<file path="config.mk">
export PLATFORM = sky130hd
export DESIGN_NAME = multicycle_ctrl
export DESIGN_NICKNAME = d
export VERILOG_FILES = /design/src/rtl/multicycle_ctrl.sv
export SDC_FILE = /design/constraint.sdc
export NUM_CORES = 1
export LEC_CHECK = 0
export BUFFER_PORTS_ARGS = -buffer_cell sky130_fd_sc_hd__buf_4
export CORE_MARGIN = 8
export CORE_UTILIZATION = 48
export DETAILED_ROUTE_END_ITERATION = 8
export GPL_ROUTABILITY_DRIVEN = 1
export MAX_ROUTING_LAYER = met4
export PLACE_DENSITY = 0.81
export SYNTH_ARGS = -nofsm -noshare
export SYNTH_HDL_FRONTEND = slang
export SYNTH_SLANG_ARGS = --single-unit
</file>
<file path="constraint.sdc">
create_clock -name clk_i -period 2 [get_ports clk_i]
set_input_delay 0.1 -clock clk_i [delete_from_list [all_inputs] [get_ports clk_i]]
set_output_delay 0.1 -clock clk_i [all_outputs]
set_load 0.05 [all_outputs]
</file>
<file path="src/rtl/multicycle_ctrl.sv">
// multicycle_ctrl: phase sequencer for the multi-cycle MIPS datapath.
// Drives write strobes, mux selects and ALU op for each phase. It stalls
// on the memory ready handshake, counts retired instructions and traps
// on illegal opcodes.
module multicycle_ctrl (
    input  logic        clk_i,
    input  logic        rst_i,
    input  logic [5:0]  opcode_i,
    input  logic        zero_i,
    input  logic        mem_ready_i,
    output logic        mem_req_o,
    output logic        mem_we_o,
    output logic        iord_o,
    output logic        ir_we_o,
    output logic        pc_we_o,
    output logic [1:0]  pc_src_o,
    output logic        alu_src_a_o,
    output logic [1:0]  alu_src_b_o,
    output logic [2:0]  alu_op_o,
    output logic        sign_ext_o,
    output logic        reg_dst_o,
    output logic        mem_to_reg_o,
    output logic        reg_we_o,
    output logic [3:0]  state_o,
    output logic [31:0] retired_o,
    output logic        trap_o
);

    localparam logic [3:0] S_FETCH     = 4'd0;
    localparam logic [3:0] S_DECODE    = 4'd1;
    localparam logic [3:0] S_MEM_ADDR  = 4'd2;
    localparam logic [3:0] S_MEM_READ  = 4'd3;
    localparam logic [3:0] S_MEM_WB    = 4'd4;
    localparam logic [3:0] S_MEM_WRITE = 4'd5;
    localparam logic [3:0] S_R_EXEC    = 4'd6;
    localparam logic [3:0] S_R_WB      = 4'd7;
    localparam logic [3:0] S_BRANCH    = 4'd8;
    localparam logic [3:0] S_I_EXEC    = 4'd9;
    localparam logic [3:0] S_I_WB      = 4'd10;
    localparam logic [3:0] S_JUMP      = 4'd11;
    localparam logic [3:0] S_TRAP      = 4'd12;

    localparam logic [5:0] OP_R    = 6'h00;
    localparam logic [5:0] OP_J    = 6'h02;
    localparam logic [5:0] OP_BEQ  = 6'h04;
    localparam logic [5:0] OP_BNE  = 6'h05;
    localparam logic [5:0] OP_ADDI = 6'h08;
    localparam logic [5:0] OP_SLTI = 6'h0A;
    localparam logic [5:0] OP_ORI  = 6'h0D;
    localparam logic [5:0] OP_LUI  = 6'h0F;
    localparam logic [5:0] OP_LW   = 6'h23;
    localparam logic [5:0] OP_SW   = 6'h2B;

    localparam logic [2:0] ALU_ADD   = 3'b000;
    localparam logic [2:0] ALU_SUB   = 3'b001;
    localparam logic [2:0] ALU_FUNCT = 3'b010;
    localparam logic [2:0] ALU_SLT   = 3'b011;
    localparam logic [2:0] ALU_OR    = 3'b100;
    localparam logic [2:0] ALU_LUI   = 3'b101;

    logic [3:0]  state_q, state_d;
    logic [31:0] retired_q, retired_d;
    logic        trap_q, trap_d;
    logic        retire;

    // Strobes before reset gating; reset must suppress every write.
    logic mem_req, mem_we, ir_we, pc_we, reg_we;

    // Per-phase control decode and next-state selection.
    always_comb begin
        state_d      = state_q;
        retire       = 1'b0;
        mem_req      = 1'b0;
        mem_we       = 1'b0;
        ir_we        = 1'b0;
        pc_we        = 1'b0;
        reg_we       = 1'b0;
        iord_o       = 1'b0;
        pc_src_o     = 2'b00;
        alu_src_a_o  = 1'b0;
        alu_src_b_o  = 2'b00;
        alu_op_o     = ALU_ADD;
        sign_ext_o   = 1'b1;
        reg_dst_o    = 1'b0;
        mem_to_reg_o = 1'b0;
        case (state_q)
            S_FETCH: begin
                mem_req     = 1'b1;
                alu_src_b_o = 2'b01;
                if (mem_ready_i) begin
                    ir_we   = 1'b1;
                    pc_we   = 1'b1;
                    state_d = S_DECODE;
                end
            end
            S_DECODE: begin
                // PC + (imm<<2) lands in ALUOut for a possible branch.
                alu_src_b_o = 2'b11;
                case (opcode_i)
                    OP_LW, OP_SW:                       state_d = S_MEM_ADDR;
                    OP_R:                               state_d = S_R_EXEC;
                    OP_BEQ, OP_BNE:                     state_d = S_BRANCH;
                    OP_ADDI, OP_SLTI, OP_ORI, OP_LUI:   state_d = S_I_EXEC;
                    OP_J:                               state_d = S_JUMP;
                    default:                            state_d = S_TRAP;
                endcase
            end
            S_MEM_ADDR: begin
                alu_src_a_o = 1'b1;
                alu_src_b_o = 2'b10;
                state_d     = (opcode_i == OP_SW) ? S_MEM_WRITE : S_MEM_READ;
            end
            S_MEM_READ: begin
                mem_req = 1'b1;
                iord_o  = 1'b1;
                if (mem_ready_i) state_d = S_MEM_WB;
            end
            S_MEM_WB: begin
                reg_we       = 1'b1;
                mem_to_reg_o = 1'b1;
                state_d      = S_FETCH;
                retire       = 1'b1;
            end
            S_MEM_WRITE: begin
                mem_req = 1'b1;
                mem_we  = 1'b1;
                iord_o  = 1'b1;
                if (mem_ready_i) begin
                    state_d = S_FETCH;
                    retire  = 1'b1;
                end
            end
            S_R_EXEC: begin
                alu_src_a_o = 1'b1;
                alu_op_o    = ALU_FUNCT;
                state_d     = S_R_WB;
            end
            S_R_WB: begin
                reg_we    = 1'b1;
                reg_dst_o = 1'b1;
                state_d   = S_FETCH;
                retire    = 1'b1;
            end
            S_BRANCH: begin
                alu_src_a_o = 1'b1;
                alu_op_o    = ALU_SUB;
                pc_src_o    = 2'b01;
                pc_we       = (opcode_i == OP_BNE) ? ~zero_i : zero_i;
                state_d     = S_FETCH;
                retire      = 1'b1;
            end
            S_I_EXEC: begin
                alu_src_a_o = 1'b1;
                alu_src_b_o = 2'b10;
                case (opcode_i)
                    OP_SLTI: alu_op_o = ALU_SLT;
                    OP_ORI: begin
                        alu_op_o   = ALU_OR;
                        sign_ext_o = 1'b0;
                    end
                    OP_LUI:  alu_op_o = ALU_LUI;
                    default: alu_op_o = ALU_ADD;
                endcase
                state_d = S_I_WB;
            end
            S_I_WB: begin
                reg_we  = 1'b1;
                state_d = S_FETCH;
                retire  = 1'b1;
            end
            S_JUMP: begin
                pc_src_o = 2'b10;
                pc_we    = 1'b1;
                state_d  = S_FETCH;
                retire   = 1'b1;
            end
            S_TRAP:  state_d = S_TRAP;
            default: state_d = S_TRAP;
        endcase
    end

    // Retire counter wraps naturally; trap is sticky once TRAP is reached.
    always_comb begin
        retired_d = retired_q + 32'd1;
        trap_d    = trap_q | (state_d == S_TRAP);
    end

    // State, retire count and trap flag registers.
    always_ff @(posedge clk_i) begin
        if (rst_i) begin
            state_q   <= S_FETCH;
            retired_q <= 32'd0;
            trap_q    <= 1'b0;
        end else begin
            state_q <= state_d;
            trap_q  <= trap_d;
            if (retire) retired_q <= retired_d;
        end
    end

    assign mem_req_o = mem_req & ~rst_i;
    assign mem_we_o  = mem_we  & ~rst_i;
    assign ir_we_o   = ir_we   & ~rst_i;
    assign pc_we_o   = pc_we   & ~rst_i;
    assign reg_we_o  = reg_we  & ~rst_i;
    assign state_o   = state_q;
    assign retired_o = retired_q;
    assign trap_o    = trap_q;

endmodule

</file>
==> results.md <==
Logic synthesis:
- The xor/xnor cell area share of the yosys netlist is 3.81%.
- The synthesized instance count is 289.
- The simple logic cell fraction of the synthesized area is 37.2%.
- The portion of synthesized area spent on multiplexers is less than 1%.
- The synthesized design contains 37 register bits.
- The dominant combinational cell family by area after synthesis is simple AND/OR/NAND/NOR gates.
- When the netlist entered floorplanning its net count stood at 300.
- Of the total synthesized cell area, the portion taken by full adders, half adders and majority gates is less than 1%.
- Synthesis instantiated 55 different standard cells from the library.
- Yosys mapped a number of flops with a built-in enable equal to 0.
- The primary flip-flop cell chosen by synthesis mapping is sky130_fd_sc_hd__dfxtp_1.
- After synthesis, the mean cell area works out to 7.95 um^2.
- The synthesized netlist devotes 20.5% of its cell area to compound gates.
- After synthesis the cells add up to 0.00230 mm^2.
- The Yosys step of the flow raised 0 warnings.
- The fraction of registers with async set or reset after synthesis is 0%.
- The register area share after synthesis is approximately a third.

Place:
- The weighted congestion at the end of routability-driven global placement is 0.835.
- The number of buffer cells added on primary ports is 63.
- The worst setup slack before clock tree synthesis is 34.3 ps.
- Detailed placement finished with a half-perimeter wire length of ~4.8 mm.

Drt:
- The total wire length is 6.59 mm.
- Detailed routing inserted a total of 2470 vias.
- The first-iteration detailed-routing DRC count is 127.
- The first detailed-routing pass took 4 iterations.
- In the routed design, unresolved DRC markers number 0.
- The detailed-route wire length per cell is 16.1 um.
- Once detail routing completed, the nets flagged for antenna violations numbered 0.
- The detailed-route vias per instance is between 6 and 7.

Worst setup path:
- In this design, the stage delay of the slowest critical-path cell is approximately 390 ps.
- The standard cell with the maximum stage delay on the critical path is sky130_fd_sc_hd__dfxtp_4.
- Together, buffers and inverters on the worst path number 2.
- The critical path is of the register to output pin type.
- The category of cells accounting for the largest share of critical-path delay is compound AO/OA/AOI/OAI gates.
- By instance count, the cell type seen most on the critical path is sky130_fd_sc_hd__buf_4.
- Walking the worst path, the cells encountered are buf_4 -> or2b_1 -> a211o_1 -> a211oi_4 -> buf_4.
- The signal arrival time at the worst endpoint is 1800 ps.
- The worst setup path is captured at an output pin.
- The maximum fanout along the worst path is 10.
- The worst endpoint required time is 1900 ps.
- STA classifies the critical path startpoint as a register.

STA:
- Summed over all failing endpoints, the final setup total negative slack is 0 ps.
- After layout, the worst path uses approximately 95% of the clock period.
- The relative max-transition margin is 67.8%.
- The count of endpoints failing setup in the final report is 0.
- Setup repair after global routing left no endpoint under its margin.
- The minimum clock period is 1900 ps.
- The final max-slew violation count was 0.
- For the pin with the worst max-slew slack, the measured transition is between 400 and 500 ps.
- The clock tree skew after final layout is 10.0 ps.
- Based on the critical path, the design can be clocked at up to 0.527 GHz.
- The total count of hold-check failures in the final report is 0.
- The final worst slack is 103 ps.

Floorplan:
- The initial utilization of the core area, before any placement, comes to 49.3%.
- In this run the horizontal extent of the chip is 85.2 um.
- In this run the vertical extent of the chip is roughly 85 um.
- The total I/O pin count is 64.
- The initialized floorplan defines 25 standard-cell rows.
- The core region is 0.00466 mm^2.
- The die covers roughly 0.0073 mm^2.

GRT:
- The largest net degree at the start of global routing is 40.
- In the global route stage, met2 resource usage came out at 31.6%.
- The global routing's busiest layer is met2.
- The number of antenna violations at the first check in global routing came to 0.
- The remaining global-route overflow is 0.
- The via count of the first global-routing pass is 2399.
- The wire length of the first global-routing pass is around 11 mm.
- For this run, global-route usage on met3 was measured as approximately 5.6%.
- Across every metal layer, demand over resource in global routing totals 18.5%.
- The met1 capacity usage during global routing is 20.3%.

Min path:
- The min-delay analysis places its worst path in the category input pin to register.

Clock network:
- Post-CTS timing repair inserted 0 buffers for setup.
- The tree is rooted in a sky130_fd_sc_hd__clkbuf_8.
- The later-pin clock latency in the skew report is 290 ps.
- After clock tree synthesis, the clock-pin slew on the worst setup and hold paths is approximately 70 ps.
- The number of buffers on the longest clock path is 2.
- The total number of H-tree levels is 2.
- The total clock buffers created by CTS is 5.
- The CTS tree is yes.
- The tree built by TritonCTS fans out to 37 sinks.
- Hold repair after CTS inserted 0 buffers.

Pwr:
- The power per cell area is 553 mW/mm^2.
- In this run the static leakage power is between 1 and 1.5 nW.
- The worst-case vdd ir drop is 0.000369 V.

Cells and area:
- The net count reported at finish is 366.
- The count of antenna diodes in the layout is 0.
- Of the cells placed in the final design, the portion with a size suffix greater than 1 is between 30% and 40%.
- The area growth from synthesis to layout is 34.8%.

Flow run:
- The max-cap check violation count is 0.

Run status:
- The run finished with clean final reports.
## what timing repair did
item	in CTS	in global routing
endpoints found under the hold margin	0	0
endpoints found under the setup margin	0	15
resized for setup	0	3
## stage by stage
step | hold slack, ps | instances | area [um^2] | total power (W) | utilization (%)
4_1_cts | 195 | 409 | 3070 | 0.00173 | 65.9
5_1_grt | 239 | 410 | 3100 | 0.00178 | 66.5
3_3_place_gp | 465 | 401 | 2990 | 0.00121 | 64.1
3_5_place_dp | 469 | 401 | 2990 | 0.00122 | 64.1
2_1_floorplan | 175 | 289 | 2420 | 0.00110 | -
6_report | 199 | 410 | 3100 | 0.00171 | 66.5
## cell usage after synthesis (all sizes together), types with 5 or more instances
| library cell | instances | share of area [%] |
|---|---|---|
| nand2 | 17 | 2.9 |
| nand4 | 15 | 5.6 |
| dfxtp | 37 | 32 |
| nand3 | 15 | 3.3 |
| xor2 | 8 | 3.0 |
| nand2b | 5 | 1.4 |
| or3 | 6 | 1.6 |
| or4 | 16 | 5.2 |
| a21oi | 28 | 6.6 |
| o31ai | 16 | 5.2 |
| inv | 5 | 0.82 |
| o21ai | 14 | 3.2 |
| buf | 9 | 2.0 |
| clkbuf | 12 | 2.0 |
| nor2b | 5 | 1.7 |
| and2 | 6 | 1.6 |
| nor3 | 9 | 2.0 |
| nor2 | 22 | 3.6 |
## worst reg2reg max path, stage by stage, from the launching register on
cell and delay, ps:
sky130_fd_sc_hd__dfxtp_2 350, sky130_fd_sc_hd__nor2b_1 150, sky130_fd_sc_hd__o21ai_2 290, sky130_fd_sc_hd__nand4_2 130, sky130_fd_sc_hd__buf_4 220, sky130_fd_sc_hd__or4_1 480
sky130_fd_sc_hd__a21oi_1 170
## cells in the final DEF, fill, tap and decap left out, drive strengths merged, types with 3 or more instances in the layout
cell type and instances:
a211oi 3, a21oi 28, and2 6, and3 4, and4 4, buf 79
clkbuf 5, dfxtp 37, inv 5, nand2 17, nand2b 5, nand3 15
nand4 16, nor2 22, nor2b 5, nor3 9, nor3b 3, nor4 3
o21ai 14, o31ai 16, or2 3, or3 6, or4 16, xor2 8
## path summary, 6_finish.rpt
path               start       endpoint  slack [ps]  depth (start not counted)
min reg2reg       trap_o         trap_o         480                          1
max           state_o[3]        pc_we_o         100                          5
min          opcode_i[4]     state_o[1]         200                          4
max reg2reg   state_o[1]  retired_o[26]         140                          6
## state kept, by name (all words and copies together) (netlist names)
register,flops
trap_o,1
state_o,4
retired_o,32
## cells by family after synthesis
group,after synthesis
muxes,2
xor gates and xnor gates,10
and+or+nand+nor,139
adders and majority gates,1
AOI/OAI and AO/OA,74
DFF,37
buffers and inverters,26
## final cells by class
type                    count  area (um^2)
clock buffers               5         68.8
fillers                   399         1560
clock inverters             3         17.5
inverters                   5         18.8
well taps                  54         67.6
multi-input cells         227         1570
repair buffers             79          593
flip-flops and latches     37          761
## where the power goes
part | internal (W) | switching, W
combinational | 0.000149 | 0.000283
clock | 0.000240 | 0.000269
sequential | 0.000750 | 0.0000215
## routing by layer
| layer | vias to the layer above | wire (um) |
|---|---|---|
| li1 | 1219 | - |
| met3 | 8 | 414 |
| met5 | - | 0 |
| met1 | 1165 | 2800 |
| met4 | 0 | 78 |
| met2 | 78 | 3300 |
Note: power is estimated with default switching activity, not from simulation.
